**config.mk**
```make
export PLATFORM = sky130hd
export DESIGN_NAME = pwm_duty_scheduler
export DESIGN_NICKNAME = d
export VERILOG_FILES = /design/src/rtl/pwm_pkg.sv /design/src/rtl/pwm_duty_div.sv /design/src/rtl/pwm_duty_scheduler.sv
export SDC_FILE = /design/constraint.sdc
export NUM_CORES = 1
export LEC_CHECK = 0
export BUFFER_PORTS_ARGS = -buffer_cell sky130_fd_sc_hd__buf_4
export CORE_ASPECT_RATIO = 0.7
export CORE_MARGIN = 3
export CORE_UTILIZATION = 34
export CTS_CLUSTER_DIAMETER = 80
export DETAILED_ROUTE_END_ITERATION = 12
export PLACE_DENSITY = 0.46
export SLEW_MARGIN = 40
export SYNTH_ARGS = -nofsm -noshare
export SYNTH_HDL_FRONTEND = slang
export SYNTH_SLANG_ARGS = --single-unit
```
**constraint.sdc**
```tcl
create_clock -name clk -period 5.1 [get_ports clk]
set_clock_uncertainty 0.05 [all_clocks]
set_input_delay 0 -clock clk [delete_from_list [all_inputs] [get_ports clk]]
set_output_delay 0 -clock clk [all_outputs]
set_load 0.01 [all_outputs]
```
**src/rtl/pwm_pkg.sv**
```systemverilog
// Shared definitions for the PWM duty-cycle scheduler: FSM state encoding and
// the full-scale percent constant.
package pwm_pkg;

    typedef enum logic [2:0] {
        ST_IDLE,
        ST_SELECT,
        ST_SYNC,
        ST_HIGH,
        ST_LOW,
        ST_DIVIDE,
        ST_OUTPUT
    } pwm_state_e;

    localparam logic [7:0] PCT_FULL = 8'd100;

endpackage

```
**src/rtl/pwm_duty_div.sv**
```systemverilog
// Sequential restoring divider producing an 8-bit quotient.
// 'done' pulses exactly CNT_W+7 cycles after 'start'.
module pwm_duty_div #(
    parameter int CNT_W = 16
) (
    input  logic             clk,
    input  logic             rst,
    input  logic             start,
    input  logic [CNT_W+6:0] dividend,
    input  logic [CNT_W-1:0] divisor,
    output logic             done,
    output logic [7:0]       quotient
);
    localparam int DVD_W  = CNT_W + 7;
    localparam int STEP_W = $clog2(DVD_W + 1);

    logic [DVD_W-1:0]  q_sh;
    logic [CNT_W-1:0]  rem;
    logic [STEP_W-1:0] steps;
    logic [CNT_W:0]    trial;
    logic [CNT_W:0]    diff;
    logic              running;

    // The dividend register doubles as the quotient register: one bit shifts
    // out into the remainder while one quotient bit shifts in.
    assign trial    = {rem, q_sh[DVD_W-1]};
    assign diff     = trial - {1'b0, divisor};
    assign quotient = q_sh[7:0];

    always_ff @(posedge clk or negedge rst) begin
        if (!rst) begin
            q_sh    <= '0;
            rem     <= '0;
            steps   <= '0;
            running <= 1'b0;
            done    <= 1'b0;
        end else begin
            done <= 1'b0;
            if (start) begin
                q_sh    <= dividend;
                rem     <= '0;
                steps   <= STEP_W'(DVD_W);
                running <= 1'b1;
            end else if (running) begin
                if (!diff[CNT_W]) begin
                    rem  <= diff[CNT_W-1:0];
                    q_sh <= {q_sh[DVD_W-2:0], 1'b1};
                end else begin
                    rem  <= trial[CNT_W-1:0];
                    q_sh <= {q_sh[DVD_W-2:0], 1'b0};
                end
                steps <= steps - STEP_W'(1);
                if (steps == STEP_W'(1)) begin
                    running <= 1'b0;
                    done    <= 1'b1;
                end
            end
        end
    end

endmodule

```
**src/rtl/pwm_duty_scheduler.sv**
```systemverilog
// Round-robin PWM duty-cycle meter: picks the next enabled channel, times one
// high/low period with a watchdog, divides to percent and hands the result out.
module pwm_duty_scheduler
    import pwm_pkg::*;
#(
    parameter int NCH         = 4,
    parameter int CNT_W       = 16,
    parameter int TIMEOUT_CYC = 1000
) (
    input  logic                   clk,
    input  logic                   rst,
    input  logic                   enable,
    input  logic [NCH-1:0]         ch_mask,
    input  logic [NCH-1:0]         pwm_in,
    output logic                   res_valid,
    input  logic                   res_ready,
    output logic [$clog2(NCH)-1:0] res_ch,
    output logic [7:0]             res_duty,
    output logic                   res_timeout,
    output logic                   busy
);
    localparam int CH_W  = $clog2(NCH);
    localparam int DVD_W = CNT_W + 7;
    localparam logic [CNT_W-1:0] WD_LAST = CNT_W'(TIMEOUT_CYC - 1);

    pwm_state_e        state;
    logic [NCH-1:0]    sync1, sync2, sync_d;
    logic [CH_W-1:0]   sel_ch, last_ch, nxt_ch;
    logic              mask_hit;
    logic [CNT_W-1:0]  high_cnt, per_cnt, wd_cnt;
    logic              cur, rise;
    logic              div_start, div_done;
    logic [7:0]        div_q;
    logic [DVD_W-1:0]  dividend;

    always_ff @(posedge clk or negedge rst) begin
        if (!rst) begin
            sync1  <= '0;
            sync2  <= '0;
            sync_d <= '0;
        end else begin
            sync1  <= pwm_in;
            sync2  <= sync1;
            sync_d <= sync2;
        end
    end

    assign cur  = sync2[sel_ch];
    assign rise = sync2[sel_ch] & ~sync_d[sel_ch];

    // Scan downward so the closest set bit after last_ch is assigned last.
    always_comb begin
        nxt_ch   = last_ch;
        mask_hit = 1'b0;
        for (int i = NCH; i >= 1; i--) begin
            if (ch_mask[CH_W'((int'(last_ch) + i) % NCH)]) begin
                nxt_ch   = CH_W'((int'(last_ch) + i) % NCH);
                mask_hit = 1'b1;
            end
        end
    end

    assign dividend = DVD_W'(high_cnt) * DVD_W'(PCT_FULL);

    pwm_duty_div #(
        .CNT_W(CNT_W)
    ) u_div (
        .clk     (clk),
        .rst     (rst),
        .start   (div_start),
        .dividend(dividend),
        .divisor (per_cnt),
        .done    (div_done),
        .quotient(div_q)
    );

    always_ff @(posedge clk or negedge rst) begin
        if (!rst) begin
            state       <= ST_IDLE;
            sel_ch      <= '0;
            last_ch     <= CH_W'(NCH - 1);
            high_cnt    <= '0;
            per_cnt     <= '0;
            wd_cnt      <= '0;
            div_start   <= 1'b0;
            res_valid   <= 1'b0;
            res_ch      <= '0;
            res_duty    <= '0;
            res_timeout <= 1'b0;
            busy        <= 1'b0;
        end else begin
            div_start <= 1'b0;
            case (state)
                ST_IDLE: begin
                    if (enable && ch_mask != '0) begin
                        state <= ST_SELECT;
                        busy  <= 1'b1;
                    end
                end
                ST_SELECT: begin
                    if (mask_hit) begin
                        sel_ch  <= nxt_ch;
                        last_ch <= nxt_ch;
                        wd_cnt  <= '0;
                        state   <= ST_SYNC;
                    end else begin
                        state <= ST_IDLE;
                        busy  <= 1'b0;
                    end
                end
                ST_SYNC, ST_HIGH, ST_LOW: begin
                    if (!enable) begin
                        state <= ST_IDLE;
                        busy  <= 1'b0;
                    end else if (wd_cnt == WD_LAST) begin
                        state       <= ST_OUTPUT;
                        res_valid   <= 1'b1;
                        res_ch      <= sel_ch;
                        res_timeout <= 1'b1;
                        res_duty    <= cur ? PCT_FULL : 8'd0;
                    end else begin
                        wd_cnt <= wd_cnt + CNT_W'(1);
                        case (state)
                            ST_SYNC: begin
                                if (rise) begin
                                    high_cnt <= CNT_W'(1);
                                    per_cnt  <= CNT_W'(1);
                                    state    <= ST_HIGH;
                                end
                            end
                            ST_HIGH: begin
                                per_cnt <= per_cnt + CNT_W'(1);
                                if (cur) high_cnt <= high_cnt + CNT_W'(1);
                                else     state    <= ST_LOW;
                            end
                            ST_LOW: begin
                                if (rise) begin
                                    state     <= ST_DIVIDE;
                                    div_start <= 1'b1;
                                end else begin
                                    per_cnt <= per_cnt + CNT_W'(1);
                                end
                            end
                            default: ;
                        endcase
                    end
                end
                ST_DIVIDE: begin
                    if (div_done) begin
                        state       <= ST_OUTPUT;
                        res_valid   <= 1'b1;
                        res_ch      <= sel_ch;
                        res_timeout <= 1'b0;
                        res_duty    <= div_q;
                    end
                end
                ST_OUTPUT: begin
                    if (res_ready) begin
                        res_valid <= 1'b0;
                        if (enable) begin
                            state <= ST_SELECT;
                        end else begin
                            state <= ST_IDLE;
                            busy  <= 1'b0;
                        end
                    end
                end
                default: begin
                    state <= ST_IDLE;
                    busy  <= 1'b0;
                end
            endcase
        end
    end

endmodule

```
==> results.sh <==
export IMPL_cts_clk_slew_worst_paths_ps=60
export IMPL_crit_path_top_delay_cell="o41ai_1"
export IMPL_synthSimpleGateAreaFrac_pct=17.2
export IMPL_worst_ep_required_time_ps=5330
export IMPL_die_area_mm2=0.0269
export IMPL_cp_cell_sequence="ha_1 > ha_1 > fa_1 > ha_1 > a21o_1 > a211o_1 > a21o_1 > o41ai_1 > o21ai_0 > xnor2_1 > o21ai_0"
export IMPL_dp_cells=1237
export IMPL_critical_path_max_fanout=4
export IMPL_synth_area_per_cell_um2=9.17
export IMPL_finalSetupViolations=0
export IMPL_dp_hpwl_mm=13.7
export IMPL_syn_instance_count=926
export IMPL_post_cts_buffers=0
export IMPL_min_path_cells=5
export IMPL_synth_top_area_share_pct=36.9
export IMPL_nNetsFinal=1042
export IMPL_yosys_area_top_type="dfrtp_1"
export IMPL_port_buffers=24
export IMPL_syn_to_final_growth_pct=13.2
export IMPL_ff2ff_setup_slack_ps=1250
export IMPL_cts_hold_buf=8
export IMPL_drt_total_wl_mm=19.4
export IMPL_async_flop_share_pct=100
export IMPL_rr_worst_depth=11
export IMPL_holdCritPathClass="in -> reg"
export IMPL_p_per_area_mw_per_mm2=605
export IMPL_synth_edf_count=0
export IMPL_drt_drc_violations_left=0
export IMPL_layout_drive_gt1_share_pct=9.38
export IMPL_clock_sinks=127
export IMPL_crit_path_frequent_cell="ha_1"
export IMPL_rsz0062_at_grt="false"
export IMPL_fin_setup_tns_ps=0
export IMPL_cts_tree="yes"
export IMPL_die_h_um=138
export IMPL_synth_common_cells="dfrtp_1, nand2_1, inv_1, nor2_1, ha_1"
export IMPL_rr_startpoint="high_cnt[3]"
export IMPL_arrival_ps=4080
export IMPL_synth_cell_type_count=81
export IMPL_ioPinCount=25
export IMPL_slew_headroom_pct=47.6
export IMPL_synth_adder_area_share_pct=13.4
export IMPL_period_minus_slack_ps=3850
export IMPL_rows=47
export IMPL_place_congestion=0.787
export IMPL_drv_cap=0
export IMPL_wl_per_cell_um=15.2
export IMPL_clockBufferDepth=2
export IMPL_yosys_most_used_dff="dfrtp_1"
export IMPL_track_usage_pct=14.9
export IMPL_dr_pass1_iters=4
export IMPL_worstSkewPairLatency_ps=430
export IMPL_antennaDiodeCount=0
export IMPL_vias_per_cell=5.06
export IMPL_layoutNonFillerInstCount=1277
export IMPL_antenna_found_initial=0
export IMPL_grt_pass1_vias=6241
export IMPL_die_w_um=195
export IMPL_grt_max_degree=88
export IMPL_synth_xor_area_share_pct=5.87
export IMPL_yosys_cell_count_top_type="dfrtp_1"
export IMPL_p_leak_uw=0.00430
export IMPL_tritoncts_num_buffers=17
export IMPL_clock_tree_root_cell="clkbuf_16"
export IMPL_yosys_top_cells_area="dfrtp_1, ha_1, xnor2_1, o21ai_0, nand2_1"
export IMPL_irDropWorstVdd_uv=368
export IMPL_synthMuxAreaShare_pct=3.79
export IMPL_synth_seq_cells=127
export IMPL_ant_nets=0
export IMPL_worst_slew_pin_slew_ps=786
export IMPL_status="completed"
export IMPL_synth_top_family_by_area="simple AND/OR/NAND/NOR gates"
export IMPL_first_iter_violations=326
export IMPL_path_class="reg -> reg"
export IMPL_gr_total_overflow=0
export IMPL_ctsResizeCount=0
export IMPL_synth_warnings=0
export IMPL_max_freq_mhz=260
export IMPL_cp_start_kind="register"
export IMPL_endpoint_kind="register"
export IMPL_synth_compound_area_share_pct=16.5
export IMPL_synth_fp_nets=1022
export IMPL_core_area_mm2=0.0241
export IMPL_vias=6463
export IMPL_cts_max_level=4
export IMPL_drv_slew=0
export IMPL_grt_pass1_wl_mm=33.0
export IMPL_fin_crit_sh_pct=75.5
export IMPL_synth_cell_area_mm2=0.00849
export IMPL_hold_violations=0
export IMPL_initial_utilization_pct=35.2
export IMPL_hold_path_startpoint="ch_mask[3]"
export IMPL_crit_path_max_incr_delay_ps=580
export IMPL_whs_endpoint="last_ch[0]"
export IMPL_seq_area_frac_synth_pct=37.5
export IMPL_rr_endpoint="u_div.q_sh[22]"
[report_power, final]
part	total, uW	leakage (uW)	internal (uW)	switching, uW
combinational	3030	0.00241	1270	1760
clock	1190	0.000277	647	540
sequential	1610	0.00160	1300	302
[final cells by class]
class,count,area [um^2]
sequential,127,3180
timing repair buffer,37,305
clock inverter,15,138
inverter,86,323
fill,2430,14500
clock buffer,17,425
multi-input combinational,677,4840
tap,318,398
[metrics by stage]
| stage | util, % | power (uW) | hold slack [ps] | instance area (um^2) | setup WS, ps |
|---|---|---|---|---|---|
| floorplan | - | 3920 | -346 | 8490 | 1630 |
| global placement | 37.1 | 4650 | 61.5 | 8950 | 1280 |
| detailed placement | 37.2 | 4630 | 26.9 | 8970 | 1240 |
| CTS | 39.9 | 5880 | 13.1 | 9610 | 1200 |
| global route | 39.9 | 6430 | 66.0 | 9610 | 937 |
| finish | 39.9 | 5820 | 33.9 | 9610 | 1250 |
[layout by cell type (no fill, tap or decap), types with 20 or more instances in the layout]
cell / n
nand2_1: 85
o21ai_0: 63
xnor2_1: 37
inv_1: 84
nand3_1: 27
buf_4: 28
dfrtp_1: 124
a21oi_1: 48
nor2_1: 84
ha_1: 72
or3_1: 20
[worst max-delay path by stage]
stage                start        endpoint  slack (ps)  depth (start not counted)
2_1_floorplan  high_cnt[3]  u_div.q_sh[22]        1630                         11
3_3_place_gp   high_cnt[3]  u_div.q_sh[22]        1280                         11
3_5_place_dp   high_cnt[3]  u_div.q_sh[22]        1240                         11
4_1_cts        high_cnt[3]  u_div.q_sh[22]        1200                         11
5_1_grt        high_cnt[4]  u_div.q_sh[22]         940                         13
6_report       high_cnt[3]  u_div.q_sh[22]        1250                         11
[critical path: cells and delay by family, from the launching register on]
family	cells	cell delay, ps
adders and majority gates	4	1460
xor gates and xnor gates	1	160
DFF	1	440
AOI/OAI and AO/OA	6	1600
[logic make-up after synthesis]
| family | count (synthesis) |
|---|---|
| compound gates | 215 |
| buf+inv | 122 |
| fa+ha+maj | 84 |
| mux | 28 |
| xor+xnor | 56 |
| flops | 127 |
| simple gates | 294 |
[routing by layer]
layer | share of wire, % | global-route usage, % | up-vias
li1 | - | - | 3307
met1 | 56 | 23.9 | 3063
met2 | 40 | 20.0 | 79
met3 | 3.2 | 3.50 | 14
met4 | 0.90 | 3.41 | 0
met5 | 0 | 0 | -
[state kept, by name (all words and copies together) (netlist names), 3 cells and up]
signal,flops
high_cnt,16
per_cnt,16
res_duty,8
state,3
sync1,4
sync2,4
sync_d,4
u_div.q_sh,23
u_div.rem,16
u_div.steps,5
wd_cnt,16
Note: power is estimated with default switching activity, not from simulation.
